## src/rtl/uart_cpld_pkg.sv

```systemverilog
// Shared types and helpers for the CPLD UART bus controller.
package uart_cpld_pkg;

    // Bus-cycle states of the controller.
    typedef enum logic [2:0] {
        S_IDLE     = 3'd0,
        S_RD_LOW   = 3'd1,
        S_RD_DONE  = 3'd2,
        S_WR_SETUP = 3'd3,
        S_WR_LOW   = 3'd4,
        S_WR_HOLD  = 3'd5,
        S_WR_SETTLE= 3'd6,
        S_WR_WAIT  = 3'd7
    } state_t;

    // Level of an inactive (deasserted) active-low strobe.
    localparam logic STROBE_OFF = 1'b1;

    // Ceiling log2 for sizing pointers and counters at elaboration time.
    function automatic int clog2(input int n);
        int r;
        r = 0;
        for (int i = 0; i < 31; i++) begin
            if ((1 << i) < n) r = i + 1;
        end
        return r;
    endfunction

endpackage

```

## src/rtl/sync_fifo.sv

```systemverilog
// Single-clock FIFO with first-word-fall-through output.
// Push when full and pop when empty are ignored; DEPTH is a power of 2
// so the pointers wrap by natural overflow.
module sync_fifo
    import uart_cpld_pkg::*;
#(
    parameter int WIDTH = 8,
    parameter int DEPTH = 4
) (
    input  logic                    clk,
    input  logic                    rst,
    input  logic                    push,
    input  logic [WIDTH-1:0]        din,
    input  logic                    pop,
    output logic [WIDTH-1:0]        dout,
    output logic                    full,
    output logic                    empty,
    output logic [clog2(DEPTH):0]   level
);

    localparam int AW = clog2(DEPTH);
    localparam int LW = AW + 1;

    logic [WIDTH-1:0] r_mem [DEPTH];
    logic [AW-1:0]    r_wr_ptr;
    logic [AW-1:0]    r_rd_ptr;
    logic [LW-1:0]    r_level;
    logic             w_push;
    logic             w_pop;

    assign full   = (r_level == LW'(DEPTH));
    assign empty  = (r_level == '0);
    assign w_push = push & ~full;
    assign w_pop  = pop & ~empty;
    assign dout   = r_mem[r_rd_ptr];
    assign level  = r_level;

    // Storage array; contents need no reset since level gates visibility.
    always_ff @(posedge clk) begin
        if (w_push) r_mem[r_wr_ptr] <= din;
    end

    // Pointer and occupancy bookkeeping.
    always_ff @(posedge clk) begin
        if (!rst) begin
            r_wr_ptr <= '0;
            r_rd_ptr <= '0;
            r_level  <= '0;
        end else begin
            if (w_push) r_wr_ptr <= r_wr_ptr + AW'(1);
            if (w_pop)  r_rd_ptr <= r_rd_ptr + AW'(1);
            case ({w_push, w_pop})
                2'b10:   r_level <= r_level + LW'(1);
                2'b01:   r_level <= r_level - LW'(1);
                default: r_level <= r_level;
            endcase
        end
    end

endmodule

```

## src/rtl/uart_cpld_ctrl.sv

```systemverilog
// Clocked bus-cycle controller for the CPLD UART sharing the RAM1 data bus.
// Reads have priority over writes; RAM1 is held disabled so the bus
// belongs to the UART. Streams: a transfer happens on valid & ready.
module uart_cpld_ctrl
    import uart_cpld_pkg::*;
#(
    parameter int DATA_W     = 8,
    parameter int TX_DEPTH   = 4,
    parameter int RX_DEPTH   = 4,
    parameter int PULSE_CYC  = 2,
    parameter int SETTLE_CYC = 3
) (
    input  logic                      clk,
    input  logic                      rst,
    input  logic [DATA_W-1:0]         tx_data,
    input  logic                      tx_valid,
    output logic                      tx_ready,
    output logic [DATA_W-1:0]         rx_data,
    output logic                      rx_valid,
    input  logic                      rx_ready,
    input  logic                      uart_tbre,
    input  logic                      uart_tsre,
    input  logic                      uart_data_ready,
    input  logic [DATA_W-1:0]         uart_din,
    output logic [DATA_W-1:0]         uart_dout,
    output logic                      uart_doe,
    output logic                      rdn,
    output logic                      wrn,
    output logic                      ram1_en,
    output logic                      ram1_oe,
    output logic                      ram1_we,
    output logic [clog2(TX_DEPTH):0]  tx_level,
    output logic [clog2(RX_DEPTH):0]  rx_level,
    output logic                      busy,
    output state_t                    dbg_state
);

    localparam int CNT_MAX = (PULSE_CYC > SETTLE_CYC) ? PULSE_CYC : SETTLE_CYC;
    localparam int CNT_W   = clog2(CNT_MAX) + 1;
    localparam logic [CNT_W-1:0] PULSE_LAST  = CNT_W'(PULSE_CYC - 1);
    localparam logic [CNT_W-1:0] SETTLE_LAST = CNT_W'(SETTLE_CYC - 1);

    state_t              r_state;
    state_t              w_state_next;
    logic [CNT_W-1:0]    r_cnt;
    logic                r_tbre_m, r_tbre_s;
    logic                r_tsre_m, r_tsre_s;
    logic                r_dr_m, r_dr_s;
    logic                r_rdn, r_wrn, r_doe;
    logic [DATA_W-1:0]   r_dout;
    logic                w_tx_full, w_tx_empty, w_tx_pop;
    logic                w_rx_full, w_rx_empty, w_rx_push;
    logic [DATA_W-1:0]   w_tx_head;

    assign tx_ready  = ~w_tx_full;
    assign rx_valid  = ~w_rx_empty;
    assign rdn       = r_rdn;
    assign wrn       = r_wrn;
    assign uart_doe  = r_doe;
    assign uart_dout = r_dout;
    assign ram1_en   = STROBE_OFF;
    assign ram1_oe   = STROBE_OFF;
    assign ram1_we   = STROBE_OFF;
    assign busy      = (r_state != S_IDLE);
    assign dbg_state = r_state;

    sync_fifo #(.WIDTH(DATA_W), .DEPTH(TX_DEPTH)) u_tx_fifo (
        .clk   (clk),
        .rst   (rst),
        .push  (tx_valid & ~w_tx_full),
        .din   (tx_data),
        .pop   (w_tx_pop),
        .dout  (w_tx_head),
        .full  (w_tx_full),
        .empty (w_tx_empty),
        .level (tx_level)
    );

    sync_fifo #(.WIDTH(DATA_W), .DEPTH(RX_DEPTH)) u_rx_fifo (
        .clk   (clk),
        .rst   (rst),
        .push  (w_rx_push),
        .din   (uart_din),
        .pop   (rx_valid & rx_ready),
        .dout  (rx_data),
        .full  (w_rx_full),
        .empty (w_rx_empty),
        .level (rx_level)
    );

    // Two-flop synchronisers for the asynchronous CPLD status lines.
    always_ff @(posedge clk) begin
        if (!rst) begin
            {r_tbre_m, r_tbre_s} <= 2'b00;
            {r_tsre_m, r_tsre_s} <= 2'b00;
            {r_dr_m, r_dr_s}     <= 2'b00;
        end else begin
            r_tbre_m <= uart_tbre;
            r_tbre_s <= r_tbre_m;
            r_tsre_m <= uart_tsre;
            r_tsre_s <= r_tsre_m;
            r_dr_m   <= uart_data_ready;
            r_dr_s   <= r_dr_m;
        end
    end

    // Next-state logic; the TX head is popped onto the bus as WR_SETUP is entered.
    always_comb begin
        w_state_next = r_state;
        w_tx_pop     = 1'b0;
        w_rx_push    = 1'b0;
        case (r_state)
            S_IDLE: begin
                // A full RX FIFO leaves data_ready pending; the CPLD keeps the byte.
                if (r_dr_s && !w_rx_full) begin
                    w_state_next = S_RD_LOW;
                end else if (!w_tx_empty) begin
                    w_state_next = S_WR_SETUP;
                    w_tx_pop     = 1'b1;
                end
            end
            S_RD_LOW: begin
                if (r_cnt == PULSE_LAST) begin
                    w_rx_push    = 1'b1;
                    w_state_next = S_RD_DONE;
                end
            end
            // Wait for data_ready to drop so one byte is never read twice.
            S_RD_DONE:   if (!r_dr_s) w_state_next = S_IDLE;
            S_WR_SETUP:  w_state_next = S_WR_LOW;
            S_WR_LOW:    if (r_cnt == PULSE_LAST) w_state_next = S_WR_HOLD;
            S_WR_HOLD:   w_state_next = S_WR_SETTLE;
            // tbre/tsre are stale right after the write; let them settle first.
            S_WR_SETTLE: if (r_cnt == SETTLE_LAST) w_state_next = S_WR_WAIT;
            S_WR_WAIT:   if (r_tbre_s && r_tsre_s) w_state_next = S_IDLE;
            default:     w_state_next = S_IDLE;
        endcase
    end

    // State register, dwell counter and glitch-free registered bus outputs.
    always_ff @(posedge clk) begin
        if (!rst) begin
            r_state <= S_IDLE;
            r_cnt   <= '0;
            r_rdn   <= STROBE_OFF;
            r_wrn   <= STROBE_OFF;
            r_doe   <= 1'b0;
            r_dout  <= '0;
        end else begin
            r_state <= w_state_next;
            r_cnt   <= (w_state_next != r_state) ? '0 : r_cnt + CNT_W'(1);
            r_rdn   <= (w_state_next == S_RD_LOW) ? ~STROBE_OFF : STROBE_OFF;
            r_wrn   <= (w_state_next == S_WR_LOW) ? ~STROBE_OFF : STROBE_OFF;
            r_doe   <= (w_state_next == S_WR_SETUP) || (w_state_next == S_WR_LOW) ||
                       (w_state_next == S_WR_HOLD);
            if (w_tx_pop) r_dout <= w_tx_head;
        end
    end

endmodule

```

## config.mk

```make
export PLATFORM = sky130hd
export DESIGN_NAME = uart_cpld_ctrl
export DESIGN_NICKNAME = d
export VERILOG_FILES = /design/src/rtl/uart_cpld_pkg.sv /design/src/rtl/sync_fifo.sv /design/src/rtl/uart_cpld_ctrl.sv
export SDC_FILE = /design/constraint.sdc
export NUM_CORES = 1
export LEC_CHECK = 0
export CORE_MARGIN = 4
export CORE_UTILIZATION = 45
export CTS_CLUSTER_SIZE = 28
export DETAILED_ROUTE_END_ITERATION = 8
export PLACE_DENSITY = 0.67
export SYNTH_ARGS = -nofsm -noshare
export SYNTH_HDL_FRONTEND = slang
export SYNTH_SLANG_ARGS = --single-unit
```

## constraint.sdc

```tcl
create_clock -name clk -period 3.7 [get_ports clk]
set_input_delay 0.74 -clock clk [delete_from_list [all_inputs] [get_ports clk]]
set_output_delay 0.74 -clock clk [all_outputs]
set_load 0.02 [all_outputs]
```

# Yosys cells after proc, flatten, opt, wreduce, memory -nomap -nowiden
# Memory sizes are Yosys's and may differ from the RTL's. A register that Yosys moved wholly into a read port is not among the register bits.
# Cells that the tools add are included.
# Widths: inputs -> output; s select.
# word_totals
register_bits,29
ram_bits,64
inputBits,23
output_inout_bits,34
mem_count,2
# classes
addsub,9
eq_ne,20
muxes,23
bitwise_logic,11
n_reduce_logical,13
# mem_list
memory,words,width,read_ports,rd_clocked_by_memory_dff,wr,line,rtl
u_rx_fifo.r_mem,4,8,1,1,1,sync_fifo.sv:24,logic [WIDTH-1:0] r_mem [DEPTH];
u_tx_fifo.r_mem,4,8,1,1,1,sync_fifo.sv:24,
# ops
op,n
$eq 3x3->1 const B,8
$pmux 3 s8,1
$mux 3,7
$eq 3x2->1 const B,4
$pmux 3 s2,2
$mux 1,11
$add 3x1->3 const B,3
$eq 3x1->1 const B,3
$logic_not 3->1,3
$add 2x1->2 const B,4
$and 1x1->1,6
$sub 3x1->3 const B,2
$not 1->1,5
$eq 2x1->1 const B,2
$eq 2x2->1 const B,2
$mux 2,2
$reduce_bool 2->1,2
$ne 3x3->1,1
$reduce_bool 3->1,1
$logic_and 1x1->1,2
$logic_not 1->1,2
$logic_or 1x1->1,2
$reduce_or 2->1,1

# Logic depth before layout (Yosys ltp)
# logic_depth
word_depth,8
mapped_depth,13

# Modules after synthesis
# From an unflattened synthesis, not the netlist that was laid out.
# unflattened
hier_cells,302
area_unflattened_um2,4350.4
# modules_own_cells
mod,instances,cells_per_inst,area_per_inst_um2
sync_fifo,2,96,1644.1
uart_cpld_ctrl,1,110,1062.3

# Least setup slack after synthesis
# OpenSTA, ideal clock, no wires.
# synth_timing
path_kind,register to register
from,register r_state[2] (netlist: dbg_state[2])
to,register u_tx_fifo.r_level[2] (netlist: u_tx_fifo.level[2])
arrival_ns,2.621
path_slack_ns,1.003
path_stages_with_launch,14
n_path_buf,3
path_cell_list,dfxtp_1 > buf_6 > or3_4 > a21oi_4 > nand2b_1 > buf_6 > clkinv_4 > buf_8 > ha_1 > inv_1 > fa_1 > xor2_1 > or3_1 > a21boi_0
# synth_between
elab_chain_cells,5
word_cells_on_any_way,7
classes_between,eq/ne (2); mux (2); bitwise (1); reduce/logical (2)
# synth_lines
element,line,rtl
start: declaration,uart_cpld_ctrl.sv:43,state_t r_state;
start signal: assignment,uart_cpld_ctrl.sv:150,r_state <= w_state_next;
$logic_not 3->1 *,uart_cpld_ctrl.sv:112,case (r_state)
$mux 1 *,uart_cpld_ctrl.sv:112,
$and 1x1->1 *,sync_fifo.sv:34,assign w_pop = pop & ~empty;
net u_tx_fifo.w_pop,sync_fifo.sv:29,logic w_pop;
$eq 2x1->1 or $eq 2x2->1 (tied branches),sync_fifo.sv:52,"case ({w_push, w_pop})"
$pmux 3 s2 or $reduce_bool 2->1 (tied branches),-,
end signal: assignment,sync_fifo.sv:53,2'b10: r_level <= r_level + LW'(1);
end signal: assignment,sync_fifo.sv:54,2'b01: r_level <= r_level - LW'(1);
end signal: assignment,sync_fifo.sv:55,default: r_level <= r_level;
end: declaration,sync_fifo.sv:27,logic [LW-1:0] r_level;
# Mark *: on every way through the listed nets, which the timed path passes. The rest lies on a longest branch.
# A chain may end at the register's enable or synchronous reset.

==> out/metrics.yaml <==
synth-async-reset-ratio_pct: 0
cp.required_ns: 2.96
fmax_mhz: 343
port_buffers: 53
num_vias: 2299
cts_buffers: 9
max_slew_margin_pct: 56.9
vias_per_cell: 5.00
endpoint_kind: "output port"
cts_hold_buf: 0
die_y_um: 105
synth.area.top_cells: "edfxtp_1 46%, dfxtp_1 19%, mux4_2 8.5%, ha_1 3.9%, and2_1 3.6%"
seqCellArea_mm2: 0.00270
ys_types: 44
die_w_um: 105
synth_fa_ha_area_share_pct: 4.80
worst_slack_ns: 0.786
root_buffer: "clkbuf_8"
finalMaxSlewViolations: 0
yosys_warnings: 0
switching_share_pct: 32.3
dp_hpwl_mm: 4.87
initial_core_util_pct: 45.9
drv_cap: 0
multi_input_area_mm2: 0.00135
internal-power_uw: 2200
yosysMostFrequentCell: "edfxtp_1"
postCtsSetupRepairBufs: 0
worstMarginPinSlew_ns: 0.645
synth-compound-area-share_pct: 4.80
grt_max_degree: 20
muxShareOfSynthArea_pct: 9.05
crit_arrival_ns: 2.17
cts_resized: 0
synthFlopType: "edfxtp_1"
synth_area_mm2: 0.00422
min_path_type: "reg -> reg"
status: "completed"
leakagePower_uw: 0.00171
p_switching_uw: 1050
drcViolationCount: 0
clockBufferDepth: 2
worstPathMaxFanout: 8
dr.pass1.iters: 4
drt_wl_total_mm: 6.96
grt-ovfl-total: 0
hold_viol: 0
ioPinCount: 57
rsz0062_at_grt: "false"
antenna_cells: 0
cts_tree: "yes"
synth-simple-area-share_pct: 10.8
clkPwrFrac_pct: 22.4
area_growth_syn_to_layout_pct: 18.6
yosys.area.top_type: "edfxtp_1"
grt_pass1_vias: 2338
ant_nets: 0
tns_ns: 0
place_ws_ns: 0.868
yosys-top-cells-count: "64 x edfxtp_1, 39 x dfxtp_1, 28 x nand2_1"
yosysSeqAreaShare_pct: 64.1
synth_cells: 293
syn_area_per_cell_um2: 14.4
synth_top_family_by_area: "simple AND/OR/NAND/NOR gates"
cts_sinks: 103
fin_skew_ns: 0.0114
dieArea_mm2: 0.0110
filler_cell_count: 776
powerDensity_mw_per_mm2: 650
nets: 382
grt_usage_pct: 13.3
finalCritPeriodShare_pct: 78.8
antenna_found_initial: 0
placementRows: 35
clkLatencyLatePin_ns: 0.36
wire_per_inst_um: 15.1
final.min_clock_period_ns: 2.91
synth_top_area_share_pct: 45.6
gp_congestion: 0.772
criticalPathCategory: "reg -> out"
setup_viol: 0
ys_seq_elements: 103
power_frac_seq_pct: 46.6
power.share.combinational_pct: 31.0
synth_edf_count: 64
h-tree-depth: 3
drive_gt1_share_pct: 11.2
grt_first_pass_wirelength_mm: 11.4
synthXorXnorAreaFrac_pct: 2.28
startpoint_type: "flop"
ir_drop_mv: 0.300
core_area_mm2: 0.00920
cts.clk_slew.worst_paths_ns: 0.10
drt_iter0_markers: 88
p_total_uw: 3250
## state kept, by name, indices dropped and copies added, names as in the netlist, named ones only
register and count:
u_rx_fifo.level 3, wrn 1, r_dr_m 1, r_cnt 3, u_rx_fifo.r_rd_ptr 2, r_dr_s 1
r_tsre_s 1, u_rx_fifo.r_mem 32, r_tsre_m 1, rdn 1, u_tx_fifo.level 3, u_rx_fifo.r_wr_ptr 2
uart_dout 8, r_tbre_m 1, uart_doe 1, r_tbre_s 1, u_tx_fifo.r_mem 32, u_tx_fifo.r_wr_ptr 2
u_tx_fifo.r_rd_ptr 2, dbg_state 3
## cell usage in the layout, fill, tap and decap left out, types with 2 or more instances in the layout
cell type,synthesis,final
a21boi_0,5,5
a21boi_1,8,8
a21oi_1,2,2
a31oi_1,2,2
and2_1,24,24
and3_1,5,5
clkbuf_8,0,9
clkdlybuf4s50_1,0,53
clkinv_4,1,2
conb_1,1,3
dfxtp_1,39,39
edfxtp_1,64,64
fa_1,2,2
ha_1,13,13
inv_1,15,15
inv_6,0,4
mux4_2,16,16
nand2_1,28,28
nand2b_1,3,3
nand3_1,4,4
nand3b_1,2,2
nor2_1,5,5
nor2b_1,2,2
nor3_1,4,4
o21ai_0,5,5
or3_1,3,3
xnor2_1,6,6
xor2_1,5,5
## area by class of cell
class | count | area share, %
multi-input combinational | 160 | 27.0
tap | 111 | 2.78
clock buffer | 9 | 2.48
clock inverter | 7 | 1.70
inverter | 16 | 1.30
sequential | 103 | 54.0
timing repair buffer | 54 | 10.8
## kinds of logic (layout without fill, tap and decap cells)
| group | Yosys count | count (layout) |
|---|---|---|
| buffers and inverters | 32 | 86 |
| AO/OA/AOI/OAI | 28 | 28 |
| multiplexers | 18 | 18 |
| other | 1 | 3 |
| adder cells (fa/ha/maj) | 15 | 15 |
| flip-flops | 103 | 103 |
| AND/OR/NAND/NOR | 85 | 85 |
| XOR/XNOR | 11 | 11 |
## routing by layer
metal	global-route usage (%)	vias up	share of wire (%)
li1	-	1135	-
met1	15.7	1112	43
met2	23.5	45	52
met3	3.34	7	3.6
met4	4.78	0	0.93
met5	0	-	0
## power groups by stage
stage	sequential, uW	combinational (uW)	clock, uW
6_report	1510	1010	728
5_1_grt	1540	1110	797
4_1_cts	1520	1030	756
3_5_place_dp	1540	1020	0
3_3_place_gp	1540	1010	0
2_1_floorplan	1550	669	0
## worst max-delay path: stages (launching register included)
cell and delay, ns:
dfxtp_1 0.68, mux4_2 0.58, clkdlybuf4s50_1 0.55
## per-stage QoR
step | instances | hold WS, ns | utilization [%] | area (um2)
2_1_floorplan | 295 | 0.412 | - | 4230
6_report | 460 | 0.440 | 54.4 | 5000
3_3_place_gp | 444 | 0.417 | 52.1 | 4790
3_5_place_dp | 444 | 0.422 | 52.1 | 4790
4_1_cts | 460 | 0.442 | 54.4 | 5000
5_1_grt | 460 | 0.449 | 54.4 | 5000
## worst paths after layout
path                                            to  cells after the start               start  slack (ns)
worst max-delay path                    rx_data[2]                      2                flop        0.79
worst min-delay path                      r_tbre_s                      1            r_tbre_m        0.44
worst max register to register  u_tx_fifo.level[2]                     10  u_rx_fifo.level[0]        0.87
worst min register to register            r_tbre_s                      1            r_tbre_m        0.44
Note: power is estimated with default switching activity, not from simulation.
